File: src/rtl/bpm_test_link_arbiter.sv
// bpm_test_link_arbiter: packet-granular round-robin arbiter that shares one
// Aurora BPM test AXI-stream TX link among NUM_SRC packet sources. Each source
// may send one packet per FA cycle. Credits refresh on auroraFAstrobe. A packet
// cut off by channel loss is drained from its source and discarded.
// Optional per-source packet counters: define BPM_TEST_LINK_ARB_STATS_EN.
module bpm_test_link_arbiter #(
  parameter int NUM_SRC    = 2,
  parameter int DATA_WIDTH = 32,
  parameter int IDX_WIDTH  = (NUM_SRC > 1) ? $clog2(NUM_SRC) : 1
) (
  input  logic                          auroraUserClk,
  input  logic                          auroraUserReset_n,
  input  logic                          auroraFAstrobe,
  input  logic                          auroraChannelUp,
  input  logic [NUM_SRC*DATA_WIDTH-1:0] SRC_AXI_STREAM_tdata,
  input  logic [NUM_SRC-1:0]            SRC_AXI_STREAM_tvalid,
  input  logic [NUM_SRC-1:0]            SRC_AXI_STREAM_tlast,
  output logic [NUM_SRC-1:0]            SRC_AXI_STREAM_tready,
  output logic [DATA_WIDTH-1:0]         TX_AXI_STREAM_tdata,
  output logic                          TX_AXI_STREAM_tvalid,
  output logic                          TX_AXI_STREAM_tlast,
  input  logic                          TX_AXI_STREAM_tready,
  output logic [IDX_WIDTH-1:0]          grantIdx,
  output logic                          busy,
`ifdef BPM_TEST_LINK_ARB_STATS_EN
  output logic [NUM_SRC*16-1:0]         pktCount,
`endif
  output logic [15:0]                   dropCount
);

  typedef enum logic [1:0] {IDLE, XFER, FLUSH} state_t;

  state_t                  state, stateNext;
  logic [NUM_SRC-1:0]      credit;
  logic [NUM_SRC-1:0]      eligible;
  logic [IDX_WIDTH-1:0]    lastGrant;
  logic [IDX_WIDTH-1:0]    pickIdx;
  logic                    pickValid;
  int unsigned             cand;
  logic [DATA_WIDTH-1:0]   selData;
  logic                    selValid;
  logic                    selLast;
  logic                    pktDone;
  logic                    pktSent;
  logic                    dropEvent;

  // Round-robin search: first eligible source starting after lastGrant.
  always_comb begin
    eligible  = SRC_AXI_STREAM_tvalid & credit & {NUM_SRC{auroraChannelUp}};
    pickValid = 1'b0;
    pickIdx   = '0;
    cand      = 0;
    for (int unsigned k = 1; k <= NUM_SRC; k++) begin
      cand = (32'(lastGrant) + k) % NUM_SRC;
      if (!pickValid && eligible[cand]) begin
        pickValid = 1'b1;
        pickIdx   = IDX_WIDTH'(cand);
      end
    end
  end

  // Source mux selected by the registered grant.
  always_comb begin
    selData  = '0;
    selValid = 1'b0;
    selLast  = 1'b0;
    for (int unsigned i = 0; i < NUM_SRC; i++) begin
      if (grantIdx == IDX_WIDTH'(i)) begin
        selData  = SRC_AXI_STREAM_tdata[i*DATA_WIDTH +: DATA_WIDTH];
        selValid = SRC_AXI_STREAM_tvalid[i];
        selLast  = SRC_AXI_STREAM_tlast[i];
      end
    end
  end

  // Next-state and handshake outputs. With the channel down in XFER both the
  // TX side and the source are held off, so the beat on the bus stays with the
  // source and is drained by FLUSH; a same-cycle tlast therefore never ends the
  // packet twice.
  always_comb begin
    stateNext             = state;
    SRC_AXI_STREAM_tready = '0;
    TX_AXI_STREAM_tdata   = '0;
    TX_AXI_STREAM_tvalid  = 1'b0;
    TX_AXI_STREAM_tlast   = 1'b0;
    pktDone               = 1'b0;
    pktSent               = 1'b0;
    dropEvent             = 1'b0;
    case (state)
      IDLE: begin
        if (pickValid) stateNext = XFER;
      end
      XFER: begin
        if (!auroraChannelUp) begin
          dropEvent = 1'b1;
          stateNext = FLUSH;
        end else begin
          TX_AXI_STREAM_tdata             = selData;
          TX_AXI_STREAM_tvalid            = selValid;
          TX_AXI_STREAM_tlast             = selLast;
          SRC_AXI_STREAM_tready[grantIdx] = TX_AXI_STREAM_tready;
          if (selValid && TX_AXI_STREAM_tready && selLast) begin
            pktDone   = 1'b1;
            pktSent   = 1'b1;
            stateNext = IDLE;
          end
        end
      end
      FLUSH: begin
        SRC_AXI_STREAM_tready[grantIdx] = 1'b1;
        if (selValid && selLast) begin
          pktDone   = 1'b1;
          stateNext = IDLE;
        end
      end
      default: stateNext = IDLE;
    endcase
  end

  assign busy = (state != IDLE);

  // State, grant and round-robin pointer registers.
  always_ff @(posedge auroraUserClk or negedge auroraUserReset_n) begin
    if (!auroraUserReset_n) begin
      state     <= IDLE;
      grantIdx  <= '0;
      lastGrant <= IDX_WIDTH'(NUM_SRC - 1);
    end else begin
      state <= stateNext;
      if (state == IDLE && pickValid) grantIdx <= pickIdx;
      if (pktDone) lastGrant <= grantIdx;
    end
  end

  // Credits: strobe refreshes all and wins over a same-cycle clear.
  always_ff @(posedge auroraUserClk or negedge auroraUserReset_n) begin
    if (!auroraUserReset_n) begin
      credit <= '0;
    end else if (auroraFAstrobe) begin
      credit <= '1;
    end else if (pktDone) begin
      credit[grantIdx] <= 1'b0;
    end
  end

  // Saturating count of packets aborted by channel loss.
  always_ff @(posedge auroraUserClk or negedge auroraUserReset_n) begin
    if (!auroraUserReset_n) begin
      dropCount <= '0;
    end else if (dropEvent && dropCount != 16'hFFFF) begin
      dropCount <= dropCount + 16'd1;
    end
  end

`ifdef BPM_TEST_LINK_ARB_STATS_EN
  // Per-source wrapping count of packets delivered on the link.
  always_ff @(posedge auroraUserClk or negedge auroraUserReset_n) begin
    if (!auroraUserReset_n) begin
      pktCount <= '0;
    end else if (pktSent) begin
      for (int unsigned i = 0; i < NUM_SRC; i++) begin
        if (grantIdx == IDX_WIDTH'(i)) pktCount[i*16 +: 16] <= pktCount[i*16 +: 16] + 16'd1;
      end
    end
  end
`endif

endmodule

File: config.mk
export PLATFORM = sky130hd
export DESIGN_NAME = bpm_test_link_arbiter
export DESIGN_NICKNAME = d
export VERILOG_FILES = /design/src/rtl/bpm_test_link_arbiter.sv
export SDC_FILE = /design/constraint.sdc
export NUM_CORES = 1
export LEC_CHECK = 0
export CAP_MARGIN = 20
export CORE_ASPECT_RATIO = 1.1
export CORE_MARGIN = 3
export CORE_UTILIZATION = 35
export CTS_BUF_LIST = sky130_fd_sc_hd__clkbuf_8
export CTS_CLUSTER_SIZE = 14
export DETAILED_ROUTE_END_ITERATION = 10
export GPL_TIMING_DRIVEN = 0
export PLACE_DENSITY = 0.82
export SYNTH_ARGS = -nofsm -noshare
export SYNTH_HDL_FRONTEND = slang
export SYNTH_SLANG_ARGS = --single-unit
File: constraint.sdc
create_clock -name auroraUserClk -period 3.2 [get_ports auroraUserClk]
set_clock_uncertainty 0.2 [all_clocks]
set_input_delay 0.64 -clock auroraUserClk [delete_from_list [all_inputs] [get_ports auroraUserClk]]
set_output_delay 0.64 -clock auroraUserClk [all_outputs]
set_load 0.03 [all_outputs]
==> results_dict.tcl <==
set metrics [dict create \
    peakVddDrop_mv 0.522 \
    pre_cts_ws_ps 106 \
    seqPwrFrac_pct 23.4 \
    synth_top_family_by_area "simple AND/OR/NAND/NOR gates" \
    postRouteAntennaNets 0 \
    grt-ovfl-total 0 \
    synth_area_leaders "dfrtp_1, mux2i_1, nor2_1, ha_1, a31oi_1" \
    initialDrtViolationCount 39 \
    power_uw 1730 \
    nets 397 \
    post_synth_num_cell_types 41 \
    antenna_found_initial 0 \
    ys_ff_latch 22 \
    p_clk_share_pct 10.1 \
    synth_compound_area_share_pct 8.96 \
    crit_fanout 5 \
    synth-async-reset-ratio_pct 100 \
    routed_wl_mm 6.23 \
    die_h_um 79.2 \
    min_period_over_period_pct 97.1 \
    crit_chain "clkdlybuf4s50_1, and3_1, o21ai_1, nor2_1, clkdlybuf4s50_1" \
    clkLatencyLatePin_ps 260 \
    cts_sinks 22 \
    synth_top_area_share_pct 30.9 \
    die_area_um2 5740 \
    io_pins 127 \
    syn_area_um2 1700 \
    dp.cells 369 \
    synth_edf_count 0 \
    fp.dieW_um 72.5 \
    setup_tns_ps 0 \
    worstMarginPinSlew_ps 944 \
    yosysWarnings 0 \
    min_path_cells 1 \
    timing.fmax_mhz 322 \
    final-setup-viol-count 0 \
    critical_path.max_stage_delay_ps 610 \
    grt_util_all_layers_pct 21.5 \
    cts-hold-fix-buffers 0 \
    wl_per_cell_um 16.7 \
    synth_top_cells_by_count "nor2_1, mux2i_1, dfrtp_1" \
    p_int_uw 905 \
    cts_tree "done" \
    synth_simple_gate_area_share_pct 25.6 \
    maxSlewViolCount 0 \
    worstSetupStartpointType "input pin" \
    cp.required_ps 2360 \
    powerDensity_nw_per_um2 570 \
    gp_congestion 0.837 \
    synthAdderAreaFrac_pct 2.94 \
    timing.critical_path.from "TX_AXI_STREAM_tready" \
    maxCapViolations 0 \
    antenna_cells 0 \
    syn_inst 190 \
    r2r-end "dropCount[15]" \
    yosysSeqAreaShare_pct 32.4 \
    min_to "dropCount[9]" \
    routed_via_density 5.10 \
    status "completed" \
    rows 25 \
    portBuffers 125 \
    hpwl_mm 5.19 \
    rsz0062_at_grt "false" \
    drive_gt1_share_pct 5.96 \
    final_cells 373 \
    cts_buffer_depth 2 \
    synth.avg_cell_area_um2 8.96 \
    cp_common_cell "clkdlybuf4s50_1" \
    slew_headroom_pct 36.9 \
    reg2regPathDepth 6 \
    ctsHtreeMaxLevel 1 \
    synth_most_common_cell "nor2_1" \
    drc 0 \
    combPwrFrac_pct 66.5 \
    r2r_setup_slack_ps 1040 \
    hp-start "dropCount[9]" \
    crit_slowest_cell "clkdlybuf4s50_1" \
    syn-num-nets 267 \
    grt_pass1_vias 1898 \
    vias 1904 \
    end_kind "output port" \
    p_sw_share_pct 47.6 \
    worstPathArrival_ps 2270 \
    p_sw_uw 822 \
    synth_xor_area_share_pct 5.14 \
    initial_core_util_pct 37.8 \
    cts_buffers 3 \
    worstHoldPathType "flip-flop to flip-flop" \
    grt_pass1_wl_mm 9.72 \
    grt_max_degree 23 \
    clkTransAtPathRegs_ps 80 \
    worst_slack_ps 92.5 \
    dr.pass1.iters 4 \
    critical_path_class "input pin to output port" \
    cts_root_buffer "clkbuf_8" \
    syn_to_final_growth_pct 77.9 \
    synth_top_area_cell "dfrtp_1" \
    power_leakage_uw 0.00146 \
    hold_viol_final 0 \
    synth-main-ff-cell "dfrtp_1" \
    core_um2 4500 \
    min_period_ps 3110 \
    fin_util_pct 67.3 \
    synthMuxAreaShare_pct 21.5 \
    worstReg2RegStart "state[1]" \
]
[worst max path at each step]
stage / slack [ps] / cells past startpoint / endpoint
6_report: 90 / 5 / SRC_AXI_STREAM_tready[1]
4_1_cts: 90 / 5 / SRC_AXI_STREAM_tready[1]
3_5_place_dp: 110 / 5 / SRC_AXI_STREAM_tready[1]
2_1_floorplan: 700 / 4 / TX_AXI_STREAM_tdata[10]
5_1_grt: 0.4 / 5 / SRC_AXI_STREAM_tready[1]
3_3_place_gp: 140 / 5 / SRC_AXI_STREAM_tready[1]
[cells by family after synthesis]
group,count (synthesis)
flip-flops,22
AND/OR/NAND/NOR,84
adder cells (fa/ha/maj),4
multiplexers,36
XOR/XNOR,10
AO/OA/AOI/OAI,20
buffers and inverters,14
[sequential cells by signal, indices dropped and copies added, names as in the netlist]
register   flops
dropCount     16
credit         2
state          2
grantIdx       1
lastGrant      1
[critical path, delay by kind of cell]
family / cells / cell delay [ps]
AOI/OAI and AO/OA: 1 / 310
buffers and inverters: 2 / 1060
and+or+nand+nor: 2 / 270
[layout make-up]
type,count,area [um^2]
Buffer,8,36.3
Sequential cell,22,552
Inverter,6,22.5
Clock buffer,3,41.3
Timing Repair Buffer,125,1210
Clock inverter,1,3.75
Tap cell,54,67.6
Multi-Input combinational cell,154,1090
Fill cell,380,1480
[power groups by stage]
| stage | combinational, uW | sequential [uW] | clock, uW |
|---|---|---|---|
| 2_1_floorplan | 685 | 464 | 0 |
| 6_report | 1150 | 404 | 175 |
| 5_1_grt | 1230 | 410 | 194 |
| 3_5_place_dp | 1200 | 407 | 0 |
| 3_3_place_gp | 1190 | 405 | 0 |
| 4_1_cts | 1150 | 403 | 180 |
[per-layer routing]
layer / vias up / wire length [um] / global-route usage, %
met5: - / 0 / 0
met1: 864 / 2410 / 25.5
met3: 8 / 689 / 6.33
li1: 938 / - / -
met4: 0 / 150 / 6.83
met2: 94 / 2980 / 37.0
[what timing repair did]
item / 4_1_cts / 5_1_grt
buffers inserted: 0 / 0
endpoints found under the setup margin: 30 / 0
resized for setup: 30 / 0
[placed cells by master, fill, tap and decap left out, drive strengths merged, types with 4 or more instances in the layout]
master,Yosys,routed
buf,5,5
inv,6,7
clkdlybuf4s50,0,95
nor2,42,42
dfrtp,21,21
nand2,7,7
mux2i,34,34
nor4,4,4
xor2,5,5
dlygate4sd2,0,30
ha,4,4
nand4,8,8
a31oi,7,7
nand3,8,8
xnor2,5,5
clkbuf,3,6
[stage by stage]
step                hold slack [ps]  cell area (um^2)
global route                    346              3030
floorplan                       144              1700
detailed placement              311              3020
finish                          315              3030
CTS                             323              3030
global placement                307              3020
(Power assumes the default switching activity.)
